==> src/rtl/cv32e40p_tmr_voter_monitor.sv <==
// TMR voter with per-replica fault tracking, optional duplex degradation and a sticky FAILED state.
// Define CV32E40P_TMR_DEGRADE_EN to build the DEGRADED (duplex-compare) mode.
module cv32e40p_tmr_voter_monitor #(
  parameter int DATA_WIDTH = 32,
  parameter int THRESHOLD  = 3,
  parameter int CNT_WIDTH  = 8
) (
  input  logic                  clk,
  input  logic                  rst,
  input  logic                  valid_i,
  input  logic                  clear_i,
  input  logic [DATA_WIDTH-1:0] a_i,
  input  logic [DATA_WIDTH-1:0] b_i,
  input  logic [DATA_WIDTH-1:0] c_i,
  output logic [DATA_WIDTH-1:0] winner_o,
  output logic                  fault_o,
  output logic [2:0]            replica_err_o,
  output logic [1:0]            mode_o,
  output logic                  uncorrectable_o,
  output logic [CNT_WIDTH-1:0]  fault_cnt_o
);

  localparam int CW = $clog2(THRESHOLD + 1);
  localparam logic [CW-1:0] THR = CW'(THRESHOLD);

  typedef enum logic [1:0] {
    MODE_TMR      = 2'd0,
    MODE_DEGRADED = 2'd1,
    MODE_FAILED   = 2'd2
  } mode_e;

  mode_e                state_q, state_d;
  logic [CW-1:0]        cnt_q [3];
  logic [CW-1:0]        cnt_d [3];
  logic [CW-1:0]        cnt_inc [3];
  logic [2:0]           err_q, err_d;
  logic [CNT_WIDTH-1:0] fcnt_q, fcnt_d;
`ifdef CV32E40P_TMR_DEGRADE_EN
  logic [1:0]           excl_q, excl_d;
  logic                 pair_differ;
`endif

  logic                  eq_ab, eq_ac, eq_bc, no_maj, found;
  logic [2:0]            odd, hit;
  logic [DATA_WIDTH-1:0] maj;

  assign eq_ab  = (a_i == b_i);
  assign eq_ac  = (a_i == c_i);
  assign eq_bc  = (b_i == c_i);
  assign odd[0] = eq_bc & ~eq_ab;
  assign odd[1] = eq_ac & ~eq_ab;
  assign odd[2] = eq_ab & ~eq_ac;
  assign no_maj = ~eq_ab & ~eq_ac & ~eq_bc;
  assign maj    = (a_i & b_i) | (a_i & c_i) | (b_i & c_i);

  assign fault_o         = valid_i & ~(eq_ab & eq_bc);
  assign replica_err_o   = err_q;
  assign mode_o          = state_q;
  assign uncorrectable_o = (state_q == MODE_FAILED);
  assign fault_cnt_o     = fcnt_q;

  always_comb begin
    winner_o = maj;
`ifdef CV32E40P_TMR_DEGRADE_EN
    if (state_q == MODE_DEGRADED) winner_o = (excl_q == 2'd0) ? b_i : a_i;
    case (excl_q)
      2'd0:    pair_differ = ~eq_bc;
      2'd1:    pair_differ = ~eq_ac;
      default: pair_differ = ~eq_ab;
    endcase
`endif
  end

  // Saturating increment; hit flags a counter landing on THRESHOLD this cycle.
  always_comb begin
    for (int i = 0; i < 3; i++) begin
      cnt_inc[i] = (cnt_q[i] == THR) ? THR : cnt_q[i] + CW'(1);
      hit[i]     = valid_i & odd[i] & (cnt_inc[i] == THR);
    end
  end

  always_comb begin
    // NOTE: every next-state signal gets a default first so no path leaves one unassigned (no latches).
    state_d = state_q;
    err_d   = err_q;
    fcnt_d  = fcnt_q;
    cnt_d   = cnt_q;
    found   = 1'b0;
`ifdef CV32E40P_TMR_DEGRADE_EN
    excl_d  = excl_q;
`endif
    if (clear_i) begin
      state_d = MODE_TMR;
      err_d   = '0;
      fcnt_d  = '0;
      for (int i = 0; i < 3; i++) cnt_d[i] = '0;
`ifdef CV32E40P_TMR_DEGRADE_EN
      excl_d  = '0;
`endif
    end else begin
      if (fault_o && (fcnt_q != '1)) fcnt_d = fcnt_q + CNT_WIDTH'(1);
      if (valid_i) begin
        for (int i = 0; i < 3; i++) begin
`ifdef CV32E40P_TMR_DEGRADE_EN
          if (!(state_q == MODE_DEGRADED && excl_q == 2'(i))) begin
`else
          begin
`endif
            if (odd[i])       cnt_d[i] = cnt_inc[i];
            else if (!no_maj) cnt_d[i] = '0;
          end
        end
        case (state_q)
          MODE_TMR: begin
            if (no_maj) begin
              state_d = MODE_FAILED;
            end else begin
              for (int i = 0; i < 3; i++) begin
                if (hit[i] && !found) begin
                  found    = 1'b1;
                  err_d[i] = 1'b1;
`ifdef CV32E40P_TMR_DEGRADE_EN
                  state_d  = MODE_DEGRADED;
                  excl_d   = 2'(i);
`endif
                end
              end
            end
          end
`ifdef CV32E40P_TMR_DEGRADE_EN
          MODE_DEGRADED: if (pair_differ) state_d = MODE_FAILED;
`endif
          default: ;
        endcase
      end
    end
  end

  // NOTE: state is updated with non-blocking assignments only, so every flop samples pre-edge values.
  always_ff @(posedge clk) begin
    if (rst) begin
      state_q <= MODE_TMR;
      err_q   <= '0;
      fcnt_q  <= '0;
      // NOTE: the counter array is tiny and must be reset so history never survives rst.
      for (int i = 0; i < 3; i++) cnt_q[i] <= '0;
`ifdef CV32E40P_TMR_DEGRADE_EN
      excl_q  <= '0;
`endif
    end else begin
      state_q <= state_d;
      err_q   <= err_d;
      fcnt_q  <= fcnt_d;
      cnt_q   <= cnt_d;
`ifdef CV32E40P_TMR_DEGRADE_EN
      excl_q  <= excl_d;
`endif
    end
  end

endmodule

==> config.mk <==
export PLATFORM = sky130hd
export DESIGN_NAME = cv32e40p_tmr_voter_monitor
export DESIGN_NICKNAME = d
export VERILOG_FILES = /design/src/rtl/cv32e40p_tmr_voter_monitor.sv
export SDC_FILE = /design/constraint.sdc
export NUM_CORES = 1
export LEC_CHECK = 0
export BUFFER_PORTS_ARGS = -buffer_cell sky130_fd_sc_hd__buf_2
export CAP_MARGIN = 30
export CORE_MARGIN = 2
export CORE_UTILIZATION = 49
export CTS_CLUSTER_DIAMETER = 80
export DETAILED_ROUTE_END_ITERATION = 8
export PLACE_DENSITY = 0.88
export SLEW_MARGIN = 40
export SYNTH_ARGS = -nofsm -noshare
export SYNTH_HDL_FRONTEND = slang
export SYNTH_SLANG_ARGS = --single-unit
==> constraint.sdc <==
create_clock -name clk -period 4.1 [get_ports clk]
set_input_delay 0 -clock clk [delete_from_list [all_inputs] [get_ports clk]]
set_output_delay 0 -clock clk [all_outputs]
set_load 0.02 [all_outputs]
==> results of run 1 <==
-- metal layers --
layer | vias up | wire length (um) | GRT usage
met1 | 1237 | 2870 | 0.271
met4 | 0 | 36 | 0.0382
met2 | 83 | 3530 | 0.436
met3 | 6 | 307 | 0.0308
li1 | 1381 | - | -
met5 | - | 0 | 0
-- how the worst max path moves through the flow --
stage	cells after the start	slack [ns]	endpoint	start
after floorplan	7	2.36	replica_err_o[1]	a_i[16]
after global placement	7	2.09	cnt_q[1]	a_i[24]
after detailed placement	7	2.08	replica_err_o[1]	a_i[9]
after CTS	7	2.29	fault_o	b_i[2]
after global routing	7	2.09	cnt_q[1]	a_i[24]
final	7	2.31	fault_o	b_i[2]
-- worst register-to-register path, cell delays in order (launching register included) --
cell and delay, ns:
dfxtp_1 0.34, ha_1 0.21, and2_1 0.19, nand3_1 0.20
nand4_1 0.14, or3_1 0.33, a21oi_1 0.14
-- cells by family (layout without fill, tap and decap cells) --
| group | count (synthesis) | count (layout) | synth area share |
|---|---|---|---|
| muxes | 4 | 4 | 0.0170 |
| AOI/OAI and AO/OA | 32 | 32 | 0.0841 |
| DFF | 18 | 18 | 0.140 |
| buffers and inverters | 12 | 149 | 0.0238 |
| adders and majority gates | 97 | 97 | 0.472 |
| and+or+nand+nor | 112 | 112 | 0.262 |
| other | 1 | 1 | 0.00146 |
-- report_power, final --
group	internal (mW)	total, mW	switching, mW
Sequential	0.176	0.177	0.00116
Clock	0.0652	0.122	0.0568
Combinational	0.114	0.255	0.140
-- flip-flops by register name (all words and copies together) (netlist names) --
register and flops:
mode_o 1, replica_err_o 3, cnt_q 6, fault_cnt_o 8
-- synthesized netlist by cell type (all sizes together) (3+ instances only) --
library cell / instances
ha: 97
or3: 38
nor4: 25
dfxtp: 18
nand2: 9
nand3: 9
a21oi: 8
nand4: 7
o21ai: 7
clkbuf: 6
buf: 5
nor2: 5
a31oi: 4
a41oi: 3
and3: 3
and4: 3
mux2: 3
nand2b: 3
-- through the flow --
step / hold WS (ns) / worst slack, ns / instance area, sq um / utilization / total power [mW]
2_1_floorplan: 0.175 / 2.36 / 2570 / - / 0.315
3_3_place_gp: 0.297 / 2.09 / 3330 / 0.656 / 0.427
3_5_place_dp: 0.295 / 2.08 / 3330 / 0.656 / 0.437
4_1_cts: 0.0307 / 2.29 / 3370 / 0.664 / 0.559
5_1_grt: 0.0446 / 2.09 / 3370 / 0.664 / 0.599
6_report: 0.0267 / 2.31 / 3370 / 0.664 / 0.554
-- layout make-up --
class,instances,share of cell area
multi-input cells,246,0.638
inverters,1,0.00111
clock buffers,3,0.0122
flip-flops and latches,18,0.107
repair buffers,145,0.215
well taps,70,0.0260
==> key figures, run 1 <==
Critical path
  – RR Endpoint: fault_cnt_o[4]
  – WP data arrival: 1.79 ns
  – R2r setup slk: 2.48 ns
  – Type of the worst setup path: in -> out
  – Delay-heaviest family, CP: simple AND/OR/NAND/NOR gates
  – Slowest CP cell: and4bb_2
  – CP startpoint kind: input pin
  – Worst R2R Start: fault_cnt_o[0]
  – Crit path max fanout: 16
  – Worst-case reg-to-reg path depth: 6
  – Critical Path, Cell by Cell: buf_2 -> ha_1 -> nor4_1 -> nand4_1 -> and4bb_2 -> nor2b_1 -> buf_2
  – CP peak stage delay: 0.55 ns
  – Worst EP required: 4.10 ns
  – Endpoint type of the worst setup path: output port
  – Buf+Inv Stages, Crit Path: 2
  – Most frequent CP cell: buf_2

STA
  – # setup viols final: 0
  – FMAX: 558 MHz
  – Max_slew headroom: 0.547
  – Final cycle utilization of the critical path: 0.437
  – Clock skew: 0.00327 ns
  – Tmin final: 1.79 ns
  – Hold Fails Final Rpt: 0
  – Slew Limit Fails: 0
  – RSZ-0062 raised after global routing: no
  – Slew at the pin closest to its max-slew limit: 0.674 ns
  – Total negative slack: 0 ns

Cells and area
  – Share of post-route cells with drive strength above 1: 0.378
  – Leading cell type in the layout, fill and taps excluded: buf_2
  – Post-route insts no fill: 483
  – Most frequent cells in the layout: buf_2, ha_1, or3_1
  – Nets: 612
  – Reg area: 360 sq um
  – Synth-to-Final Area Change: 31.0%
  – Multi-input gate area: 2150 sq um
  – FILL cells: 443
  – Antenna fix cells: 0

Worst hold path
  – Worst Min Path Start: rst
  – Hold crit path type: in -> reg
  – Hold path endpoint: replica_err_o[1]
  – Hold Crit Depth: 3

Synth
  – Synthesized area: 2570 sq um
  – Post-Synthesis Cells: 276
  – Share of the yosys chip area belonging to registers: 0.140
  – Synth area leader: ha_1
  – Dominant cells by area after synthesis: ha_1, dfxtp_1, or3_1
  – Yosys warnings: 0
  – Synth cell types: 39
  – Post-synth net total: 473
  – Synth top area share: 0.472
  – Post-synth EDFFs: 0
  – Mean Syn Cell Area: 9.33 sq um
  – Synth Register Bits: 18
  – Most used DFF post-synth: dfxtp_1
  – Async SR Flop Fraction: 0

Floorplanning
  – Die ar.: 5850 sq um
  – Initial Util: 0.507
  – Core area: 5070 sq um
  – Core Rows: 26
  – Num ports: 147
  – Die W: 76.5 um
  – Chip Height: 76.5 um

Drt
  – DRC errors left: 0
  – DR vias/cell: 5.60
  – Avg WL per Cell: 13.9 um
  – Post-DRT Antenna Nets: 0
  – DR vias: 2707
  – DRC marker count from the first detailed-route iteration: 62
  – Routed WL: 6.74 mm
  – TritonRoute pass-1 iters: 4

Clock tree
  – Clock root buffer: clkbuf_8
  – CTS Hold Bufs: 0
  – Skew-Pair Late Insertion Delay: 0.25 ns
  – Setup Buffers After CTS: 0
  – Num CTS Buffers: 3
  – Reg clk slew, reported paths: 0.06 ns
  – CTS sink cnt: 18
  – Clk buf depth: 2
  – CTS tree: built
  – Post-CTS Resized: 0
  – H-tree Lvls: 1

Global route
  – First-pass GRT wire length: 11.3 mm
  – Vias in the first global route: 2610
  – GRT Total Usage: 0.228
  – Grt total ovfl: 0
  – Largest net degree at the start of global routing: 26
  – Initial antenna violation count: 0

Pwr
  – Power per cell area: 164 nW/um^2
  – LEAKAGE: 1.78 nW
  – Maximum vdd drop: 0.174 mV

Run
  – Max-cap violations: 0

Placed design
  – # placed instances: 480
  – Port-buffer cells: 145
  – Final HPWL DP: 5.96 mm
  – Placer Congestion: 0.904

Status
  – Status: finished, final reports clean
No activity file was read; power rests on OpenSTA's default activity.
==> run 2: changes to the inputs <==
CORE_UTILIZATION = 41   (was 49)
PLACE_DENSITY = 0.78   (was 0.88)
clock period = 1.5 ns   (was 4.1 ns; I/O delays follow)
==> key figures, run 2 (synthesis results as in run 1) <==
Global route
  – Largest net degree at the start of global routing: 26 (unchanged)
  – Vias in the first global route: 3150 (+21%)
  – First-pass GRT wire length: 15.0 mm (+33%)
  – GRT Total Usage: 0.262 (+0.0346)
  – Grt total ovfl: 0 (unchanged)
  – Initial antenna violation count: 0 (unchanged)

STA
  – Worst setup margin: -0.120 ns (-2.43 ns)
  – Tmin final: 1.62 ns
  – Slew Limit Fails: 0 (unchanged)
  – Clock skew: 0.00114 ns (-0.00213 ns)
  – Final cycle utilization of the critical path: 1.08
  – # setup viols final: 15 (+15)
  – RSZ-0062 raised after global routing: yes
  – FMAX: 617 MHz
  – Hold Fails Final Rpt: 0 (unchanged)

Clock tree
  – Num CTS Buffers: 3 (unchanged)
  – CTS Hold Bufs: 0 (unchanged)
  – Clock root buffer: clkbuf_8
  – CTS sink cnt: 18 (unchanged)
  – Skew-Pair Late Insertion Delay: 0.25 ns (about the same)
  – CTS tree: built
  – H-tree Lvls: 1 (unchanged)
  – Reg clk slew, reported paths: 0.07 ns (about the same)
  – Clk buf depth: 2 (unchanged)

Pwr
  – Clk network pwr share: 0.197 (-0.023)
  – Psw: 764 uW (+290%)
  – LEAKAGE: 2.05 nW (+15%)
  – Power per cell area: 433 nW/um^2 (+160%)
  – Maximum vdd drop: 0.530 mV (+200%)
  – Sw Share: 0.376 (+0.0176)
  – Sequential share of power: 0.238 (-0.082)
  – Tot Pwr: 2.03 mW (+270%)
  – Internal power: 1.27 mW (+260%)
  – Combinational Power Share: 0.565 (+0.105)

Drt
  – DRC marker count from the first detailed-route iteration: 82 (+32%)
  – Avg WL per Cell: 19.2 um (+38%)
  – DR vias: 3040 (+12%)
  – Post-DRT Antenna Nets: 0 (unchanged)
  – TritonRoute pass-1 iters: 4 (unchanged)
  – Routed WL: 9.99 mm (+48%)
  – DR vias/cell: 5.85 (+4.3%)
  – DRC errors left: 0 (unchanged)

Critical path
  – Crit path max fanout: 6 (-10)
  – Endpoint type of the worst setup path: output port
  – Worst-case reg-to-reg path depth: 6 (unchanged)
  – Slowest CP cell: and4bb_2
  – R2r setup slk: 0.02 ns (-2.46 ns)
  – RR Endpoint: fault_cnt_o[3]
  – CP startpoint kind: input pin
  – WP data arrival: 1.62 ns (-0.17 ns)
  – Delay-heaviest family, CP: simple AND/OR/NAND/NOR gates
  – CP peak stage delay: 0.39 ns (-0.16 ns)
  – Worst EP required: 1.50 ns (-2.60 ns)
  – Type of the worst setup path: in -> out
  – Critical Path, Cell by Cell: buf_2 -> ha_4 -> nor4_2 -> nand4_1 -> and4bb_2 -> buf_12 -> nor2b_1 -> buf_4
  – Worst R2R Start: fault_cnt_o[0]
  – Buf+Inv Stages, Crit Path: 3 (+1)

Floorplanning
  – Die ar.: 6930 sq um (+18%)
  – Die W: 83.2 um (+8.8%)
  – Num ports: 147 (unchanged)
  – Core area: 5990 sq um (+18%)
  – Core Rows: 28 (+7.7%)
  – Chip Height: 83.2 um (+8.8%)
  – Initial Util: 0.430 (-0.0775)

Cells and area
  – Final Util: 0.784 (+0.120)
  – Leading cell type in the layout, fill and taps excluded: buf_2
  – Max reg flops: 8 (unchanged)
  – Antenna fix cells: 0 (unchanged)
  – Post-route insts no fill: 520 (+7.7%)
  – Share of post-route cells with drive strength above 1: 0.625 (+0.247)
  – Final Cell Area: 4700 sq um (+39%)
  – Most frequent cells in the layout: buf_2, ha_4, ha_1
  – Nets: 643 (+5.1%)
  – Synth-to-Final Area Change: 82.5%

Worst hold path
  – Worst Min Path Start: rst
  – Hold path endpoint: replica_err_o[1]
  – Hold Crit Depth: 3 (unchanged)
  – Hold crit path type: in -> reg

Placed design
  – # placed instances: 504 (+5.0%)
  – Placer Congestion: 0.803 (-11%)
  – Final HPWL DP: 6.54 mm (+9.8%)
  – Port-buffer cells: 145 (unchanged)
  – DP Area: 3700 sq um (+11%)

Status
  – Failing checks: negative setup slack
  – Status: complete, but fails checks

Run
  – Max-cap violations: 0 (unchanged)
[run 2: cell types whose count changed in the layout (fill, tap and decap cells not counted), moves of 4 or more]
cell | before | now
o21ai_0 | 7 | 1
nor4_1 | 25 | 1
buf_2 | 145 | 129
buf_4 | 0 | 25
nand2_1 | 9 | 5
nand2_2 | 0 | 4
o21ai_1 | 0 | 4
ha_1 | 97 | 48
buf_8 | 0 | 4
nor4_4 | 0 | 10
nor4_2 | 0 | 14
buf_6 | 0 | 15
ha_4 | 0 | 49
[run 2: how the worst max path moves through the flow]
| stage | start | endpoint | slack [ns] | cells past startpoint |
|---|---|---|---|---|
| final | b_i[28] | fault_o | -0.12 | 8 |
| after detailed placement | a_i[7] | replica_err_o[2] | -0.42 | 7 |
| after CTS | b_i[21] | fault_o | -0.08 | 9 |
| after global routing | b_i[8] | fault_o | -0.16 | 9 |
| after global placement | a_i[7] | mode_o[1] | -0.43 | 7 |
| after floorplan | a_i[6] | replica_err_o[1] | -0.11 | 7 |
[run 2: layer usage]
metal  vias to the layer above  track usage  wire, um
li1                       1455            -         -
met1                      1427        0.269      3580
met2                       126        0.521      5510
met3                        32       0.0497       493
met4                         0       0.0894       405
met5                         -            0         0
[run 2: cell type report]
cell class                      count  area, sq um
Timing Repair Buffer              175         1090
Fill cell                         371         1290
Clock buffer                        4         55.1
Multi-Input combinational cell    247         3090
Sequential cell                    18          362
Inverter                            1         3.75
Tap cell                           75         93.8
[run 2: per-stage QoR]
step / setup slack [ns] / setup TNS [ns] / hold WS [ns]
after detailed placement: -0.424 / -6.74 / 0.304
after global routing: -0.158 / -1.91 / 0.0574
after floorplan: -0.112 / -0.391 / 0.175
after global placement: -0.429 / -6.25 / 0.293
final: -0.120 / -0.864 / 0.0313
after CTS: -0.0794 / -0.319 / 0.0295
[run 2: power groups by stage]
stage	combinational, mW	clock, mW	sequential (mW)
3_5_place_dp	0.775	0	0.494
6_report	1.15	0.400	0.483
2_1_floorplan	0.374	0	0.498
4_1_cts	0.970	0.411	0.483
5_1_grt	1.24	0.424	0.484
3_3_place_gp	0.745	0	0.494
[run 2: timing repair]
item                       4_1_cts  5_1_grt
pin swaps                       18       45
buffers inserted                 5        6
cloned                           0        1
setup endpoints to repair       19       19
gates resized for setup         68       61
[run 2: worst register-to-register path: stages, from the launching register on]
cell     delay [ns]
dfxtp_2        0.32
ha_1           0.20
and2_4         0.17
nand3_2        0.11
nand3_1        0.11
or3_1          0.38
a21oi_1        0.12
